--- src/rtl/uart_rx_deframer_pkg.sv ---
// Shared UART frame configuration encodings and receive FSM types.
package uart_rx_deframer_pkg;

  localparam logic [1:0] PAR_NONE = 2'b00;
  localparam logic [1:0] PAR_EVEN = 2'b01;
  localparam logic [1:0] PAR_ODD  = 2'b10;

  localparam logic STOP_1 = 1'b0;
  localparam logic STOP_2 = 1'b1;
  localparam logic LEN_7  = 1'b0;
  localparam logic LEN_8  = 1'b1;

  typedef enum logic [2:0] {
    ST_IDLE,
    ST_START,
    ST_DATA,
    ST_PARITY,
    ST_STOP,
    ST_DONE,
    ST_BREAK
  } rx_state_e;

  typedef struct packed {
    logic [1:0] parity_type;
    logic       stop_bits;
    logic       data_length;
  } rx_cfg_t;

  // Encoding 2'b11 is treated like "none", so only even/odd carry a parity bit.
  function automatic logic parity_enabled(input logic [1:0] p);
    return (p == PAR_EVEN) || (p == PAR_ODD);
  endfunction

endpackage

--- src/rtl/uart_rx_deframer_sync.sv ---
// Multi-flop synchronizer for the asynchronous rx line; resets to idle-high.
module uart_rx_deframer_sync #(
  parameter int unsigned SYNC_STAGES = 2
) (
  input  logic clk,
  input  logic rst,
  input  logic d,
  output logic q
);

  logic [SYNC_STAGES-1:0] ff_q;

  // Shift chain, preset to 1 so a reset never looks like a start bit.
  always_ff @(posedge clk) begin
    if (rst) ff_q <= '1;
    else     ff_q <= {ff_q[SYNC_STAGES-2:0], d};
  end

  assign q = ff_q[SYNC_STAGES-1];

endmodule

--- src/rtl/uart_rx_deframer.sv ---
// UART receive deframer: 16x oversampled start/data/parity/stop recovery.
module uart_rx_deframer
  import uart_rx_deframer_pkg::*;
#(
  parameter int unsigned OVERSAMPLE  = 16,
  parameter int unsigned SYNC_STAGES = 2
) (
  input  logic       clk,
  input  logic       rst,
  input  logic       sample_tick,
  input  logic       rx,
  input  logic [1:0] parity_type,
  input  logic       stop_bits,
  input  logic       data_length,
  output logic [7:0] data_out,
  output logic       data_valid,
  output logic       parity_error,
  output logic       framing_error,
  output logic       busy
);

  localparam int unsigned TW = $clog2(OVERSAMPLE);
  localparam logic [TW-1:0] TICK_MID  = TW'(OVERSAMPLE / 2 - 1);
  localparam logic [TW-1:0] TICK_LAST = TW'(OVERSAMPLE - 1);

  logic rx_s;

  rx_state_e     state_q, state_n;
  logic [TW-1:0] tick_q, tick_n;
  logic [2:0]    bit_q, bit_n;
  logic          stop_q, stop_n;
  logic [7:0]    shift_q, shift_n;
  logic          acc_q, acc_n;
  logic          perr_q, perr_n;
  logic          ferr_q, ferr_n;
  rx_cfg_t       cfg_q, cfg_n;

  logic [7:0] data_out_n;
  logic       data_valid_n;
  logic       parity_error_n;
  logic       framing_error_n;
  logic       busy_n;
  logic [2:0] last_bit;
  logic       stop_low;

  uart_rx_deframer_sync #(
    .SYNC_STAGES (SYNC_STAGES)
  ) u_sync (
    .clk (clk),
    .rst (rst),
    .d   (rx),
    .q   (rx_s)
  );

  assign last_bit = (cfg_q.data_length == LEN_8) ? 3'd7 : 3'd6;
  assign stop_low = ferr_q | ~rx_s;

  // State and datapath registers, including the registered outputs.
  always_ff @(posedge clk) begin
    if (rst) begin
      state_q       <= ST_IDLE;
      tick_q        <= '0;
      bit_q         <= '0;
      stop_q        <= 1'b0;
      shift_q       <= '0;
      acc_q         <= 1'b0;
      perr_q        <= 1'b0;
      ferr_q        <= 1'b0;
      cfg_q         <= '{parity_type: PAR_NONE, stop_bits: STOP_1, data_length: LEN_7};
      data_out      <= '0;
      data_valid    <= 1'b0;
      parity_error  <= 1'b0;
      framing_error <= 1'b0;
      busy          <= 1'b0;
    end else begin
      state_q       <= state_n;
      tick_q        <= tick_n;
      bit_q         <= bit_n;
      stop_q        <= stop_n;
      shift_q       <= shift_n;
      acc_q         <= acc_n;
      perr_q        <= perr_n;
      ferr_q        <= ferr_n;
      cfg_q         <= cfg_n;
      data_out      <= data_out_n;
      data_valid    <= data_valid_n;
      parity_error  <= parity_error_n;
      framing_error <= framing_error_n;
      busy          <= busy_n;
    end
  end

  // Next-state logic; everything except the DONE exit moves only on a tick.
  always_comb begin
    state_n         = state_q;
    tick_n          = tick_q;
    bit_n           = bit_q;
    stop_n          = stop_q;
    shift_n         = shift_q;
    acc_n           = acc_q;
    perr_n          = perr_q;
    ferr_n          = ferr_q;
    cfg_n           = cfg_q;
    data_out_n      = data_out;
    data_valid_n    = 1'b0;
    parity_error_n  = parity_error;
    framing_error_n = framing_error;

    case (state_q)
      ST_IDLE: begin
        if (sample_tick && !rx_s) begin
          state_n = ST_START;
          tick_n  = '0;
          cfg_n   = '{parity_type: parity_type, stop_bits: stop_bits, data_length: data_length};
        end
      end

      ST_START: begin
        if (sample_tick) begin
          if (tick_q == TICK_MID) begin
            tick_n = '0;
            if (rx_s) begin
              state_n = ST_IDLE;
            end else begin
              state_n = ST_DATA;
              bit_n   = '0;
              shift_n = '0;
              acc_n   = 1'b0;
              perr_n  = 1'b0;
              ferr_n  = 1'b0;
            end
          end else begin
            tick_n = tick_q + TW'(1);
          end
        end
      end

      ST_DATA: begin
        if (sample_tick) begin
          if (tick_q == TICK_LAST) begin
            tick_n  = '0;
            shift_n = {rx_s, shift_q[7:1]};
            acc_n   = acc_q ^ rx_s;
            bit_n   = bit_q + 3'd1;
            if (bit_q == last_bit) begin
              stop_n = 1'b0;
              if (parity_enabled(cfg_q.parity_type)) state_n = ST_PARITY;
              else                                   state_n = ST_STOP;
            end
          end else begin
            tick_n = tick_q + TW'(1);
          end
        end
      end

      ST_PARITY: begin
        if (sample_tick) begin
          if (tick_q == TICK_LAST) begin
            tick_n  = '0;
            perr_n  = (cfg_q.parity_type == PAR_ODD) ? ~(acc_q ^ rx_s) : (acc_q ^ rx_s);
            state_n = ST_STOP;
          end else begin
            tick_n = tick_q + TW'(1);
          end
        end
      end

      ST_STOP: begin
        if (sample_tick) begin
          if (tick_q == TICK_LAST) begin
            tick_n = '0;
            ferr_n = stop_low;
            if ((cfg_q.stop_bits == STOP_2) && !stop_q) begin
              stop_n = 1'b1;
            end else begin
              state_n         = ST_DONE;
              data_valid_n    = 1'b1;
              data_out_n      = (cfg_q.data_length == LEN_8) ? shift_q : {1'b0, shift_q[7:1]};
              parity_error_n  = perr_q;
              framing_error_n = stop_low;
            end
          end else begin
            tick_n = tick_q + TW'(1);
          end
        end
      end

      ST_DONE: begin
        state_n = framing_error ? ST_BREAK : ST_IDLE;
      end

      ST_BREAK: begin
        if (sample_tick && rx_s) state_n = ST_IDLE;
      end

      default: begin
        state_n = ST_IDLE;
      end
    endcase

    busy_n = (state_n != ST_IDLE);
  end

endmodule

--- config.mk ---
export PLATFORM = sky130hd
export DESIGN_NAME = uart_rx_deframer
export DESIGN_NICKNAME = d
export VERILOG_FILES = /design/src/rtl/uart_rx_deframer_pkg.sv /design/src/rtl/uart_rx_deframer_sync.sv /design/src/rtl/uart_rx_deframer.sv
export SDC_FILE = /design/constraint.sdc
export NUM_CORES = 1
export LEC_CHECK = 0
export BUFFER_PORTS_ARGS = -buffer_cell sky130_fd_sc_hd__buf_2
export CAP_MARGIN = 20
export CORE_UTILIZATION = 50
export CTS_CLUSTER_DIAMETER = 40
export DETAILED_ROUTE_END_ITERATION = 16
export PLACE_DENSITY = 0.69
export SLEW_MARGIN = 20
export SYNTH_ARGS = -nofsm -noshare
export SYNTH_HDL_FRONTEND = slang
export SYNTH_SLANG_ARGS = --single-unit
--- constraint.sdc ---
create_clock -name clk -period 3.6 [get_ports clk]
set_input_delay 0.72 -clock clk [delete_from_list [all_inputs] [get_ports clk]]
set_output_delay 0.72 -clock clk [all_outputs]
set_load 0.01 [all_outputs]
==> flow_metrics.tcl <==
set metrics [dict create \
    final_nets 235 \
    synth_top_area_share_pct 41.0 \
    dr.pass1.iters 4 \
    synth_cells 217 \
    final_max_slew_viol_count 0 \
    synth_edf_count 0 \
    ir_drop_uv 203 \
    worstReg2RegEnd "shift_q[5]" \
    die-area_um2 4160 \
    ys_ff_latch 40 \
    numCtsBuffers 5 \
    hp-class "register to register" \
    grt.overflow.total 0 \
    syn_to_final_growth_pct 7.69 \
    coreArea_um2 3720 \
    port_buffers 19 \
    synth.area.top_cells "dfxtp_1 (41%), mux2i_1 (10%), nor2_1 (6.5%), a21oi_1 (3.8%), a211oi_1 (3.1%)" \
    finalCriticalPeriod_ps 2110 \
    clk_latency_ps 290 \
    syn_avg_cell_area_um2 8.99 \
    cellLeakagePower_nw 0.711 \
    antenna_found_initial 0 \
    fp.dieH_um 64.5 \
    num-fill-cells 352 \
    h-tree-depth 2 \
    dpl.hpwl_um 2480 \
    p_total_mw 0.815 \
    syn_area_um2 1950 \
    grt_max_degree 27 \
    yosys.cell_types.count 44 \
    min_from "u_sync.ff_q[0]" \
    final_cells 273 \
    reg2reg_slack_ps 1490 \
    dieWidth_um 64.5 \
    clock_sink_count 40 \
    path_clk_slew_ps 80 \
    async_reset_ff_share_pct 0 \
    outcome "finished, final reports clean" \
    gp_congestion 0.737 \
    cap_violations 0 \
    worstPathRequired_ps 3780 \
    cts_tree "built" \
    holdWs_ps 414 \
    fmax_mhz 475 \
    io_pins 20 \
    cp_max_fo 23 \
    crit_path_end_kind "register" \
    ys_warn_count 0 \
    root_buffer "clkbuf_8" \
    post-cts-setup-buffers 0 \
    cts_resized 0 \
    synthFlopType "dfxtp_1" \
    dp_cells 265 \
    grt_pass1_wl_um 6090 \
    hold_buffers 0 \
    synth-seq-area-share_pct 41.0 \
    arrival_ps 2280 \
    fin_setup_tns_ps 0 \
    track_usage_pct 19.2 \
    initial_core_util_pct 52.5 \
    crit_type "register to register" \
    ant_nets 0 \
    post_drt_via_cell_ratio 5.55 \
    startpoint_type "register" \
    cts_buffer_depth 2 \
    p_per_area_nw_per_um2 388 \
    drive_above_1_share_pct 14.7 \
    multi_input_area_um2 1030 \
    vias 1515 \
    fp-row-count 22 \
    hold_viol 0 \
    drtIter0Drc 61 \
    reg2reg_depth 4 \
    drt_wl_total_um 3630 \
    grt_pass1_vias 1290 \
    wire_per_inst_um 13.3 \
    rsz0062_at_grt "no" \
    drc 0 \
    slew_headroom_pct 54.4 \
    fin_worst_skew_ps 7.07 \
    rr_startpoint "state_q[0]" \
    final-seq-area_um2 801 \
    fin_util_pct 56.6 \
    syn-num-nets 228 \
    holdPathEnd "u_sync.ff_q[1]" \
    whs_path_depth 1 \
    finalSetupViolCount 0 \
    antennaDiodeCount 0 \
    yosysTopAreaCell "dfxtp_1" \
    fin_crit_sh_pct 58.5 \
    tightest_slew_ps 683 \
]
cell usage in the layout, fill, tap and decap left out, drive strengths merged, types with 2 or more instances in the layout:
cell / n
nand2: 4
nand4b: 2
o211ai: 3
buf: 19
ha: 3
mux2i: 20
a311oi: 3
a31oi: 3
a41oi: 3
nand2b: 5
dfxtp: 40
nand3: 5
or2: 2
xor2: 3
a21oi: 15
clkinvlp: 2
o21a: 2
inv: 5
nor3: 5
or4b: 2
a211oi: 8
o21ai: 5
and2: 3
clkbuf: 6
xnor2: 5
nand4: 3
and3: 2
nor2: 34
synthesized netlist by cell type, types with 5 or more instances:
master	n
xnor2_1	5
nand2b_1	5
a21oi_1	15
o21ai_0	5
inv_1	5
nor3_1	5
clkbuf_1	7
dfxtp_1	40
a211oi_1	8
nor2_1	34
buf_2	7
mux2i_1	20
nand3_1	5
worst max-delay path by stage:
stage	from	to	slack [ps]	cells after the start
CTS	state_q[0]	shift_q[5]	1500	4
finish	state_q[0]	shift_q[5]	1490	4
floorplan	sample_tick	parity_error	1790	6
global route	state_q[0]	shift_q[4]	1320	4
global placement	sample_tick	parity_error	1360	5
detailed placement	sample_tick	parity_error	1340	5
critical path, stage by stage, from the launching register on:
cell and delay (ps):
dfxtp_1 760, nor4b_4 420, o21a_1 500, mux2i_1 250
nor2_1 50
flip-flops by register name, summed over array words and instances, names as in the netlist:
signal,count
parity_error,1
shift_q,8
cfg_q,4
data_valid,1
data_out,8
busy,1
perr_q,1
framing_error,1
bit_q,3
state_q,3
acc_q,1
ferr_q,1
stop_q,1
u_sync.ff_q,2
tick_q,4
area by class of cell:
class,count,area share [%]
Clock buffer,6,3.93
Clock inverter,2,0.714
Inverter,5,0.893
Multi-Input combinational cell,153,49.0
Sequential cell,40,38.1
Tap cell,48,2.86
Timing Repair Buffer,19,4.52
layer usage:
layer  vias up  global-route usage (%)  share of wire, %  wire, um
li1        793                       -                 -         -
met1       696                    27.1                51      1840
met2        22                    27.1                45      1650
met3         4                    6.51               3.1       112
met4         0                    6.67              0.69        25
met5         -                       0                 0         0
where the power goes:
part | internal [mW] | switching, mW | total (mW)
registers | 0.447 | 0.0109 | 0.458
logic | 0.0188 | 0.0259 | 0.0447
clock network | 0.155 | 0.158 | 0.313
cells by family (layout without fill, tap and decap cells):
| logic type | after synthesis | count (layout) | synth area share [%] |
|---|---|---|---|
| and+or+nand+nor | 75 | 75 | 20.9 |
| AOI/OAI and AO/OA | 47 | 47 | 16.1 |
| DFF | 40 | 40 | 41.0 |
| buffers and inverters | 24 | 32 | 6.22 |
| muxes | 20 | 20 | 10.3 |
| xor gates and xnor gates | 8 | 8 | 3.59 |
| adders and majority gates | 3 | 3 | 1.92 |
stage by stage:
step                instance area [um2]  setup slack [ps]
floorplan                          1950              1790
global placement                   2000              1360
detailed placement                 2000              1340
CTS                                2100              1500
global route                       2100              1320
finish                             2100              1490
Power figures use the tool's default switching activity.
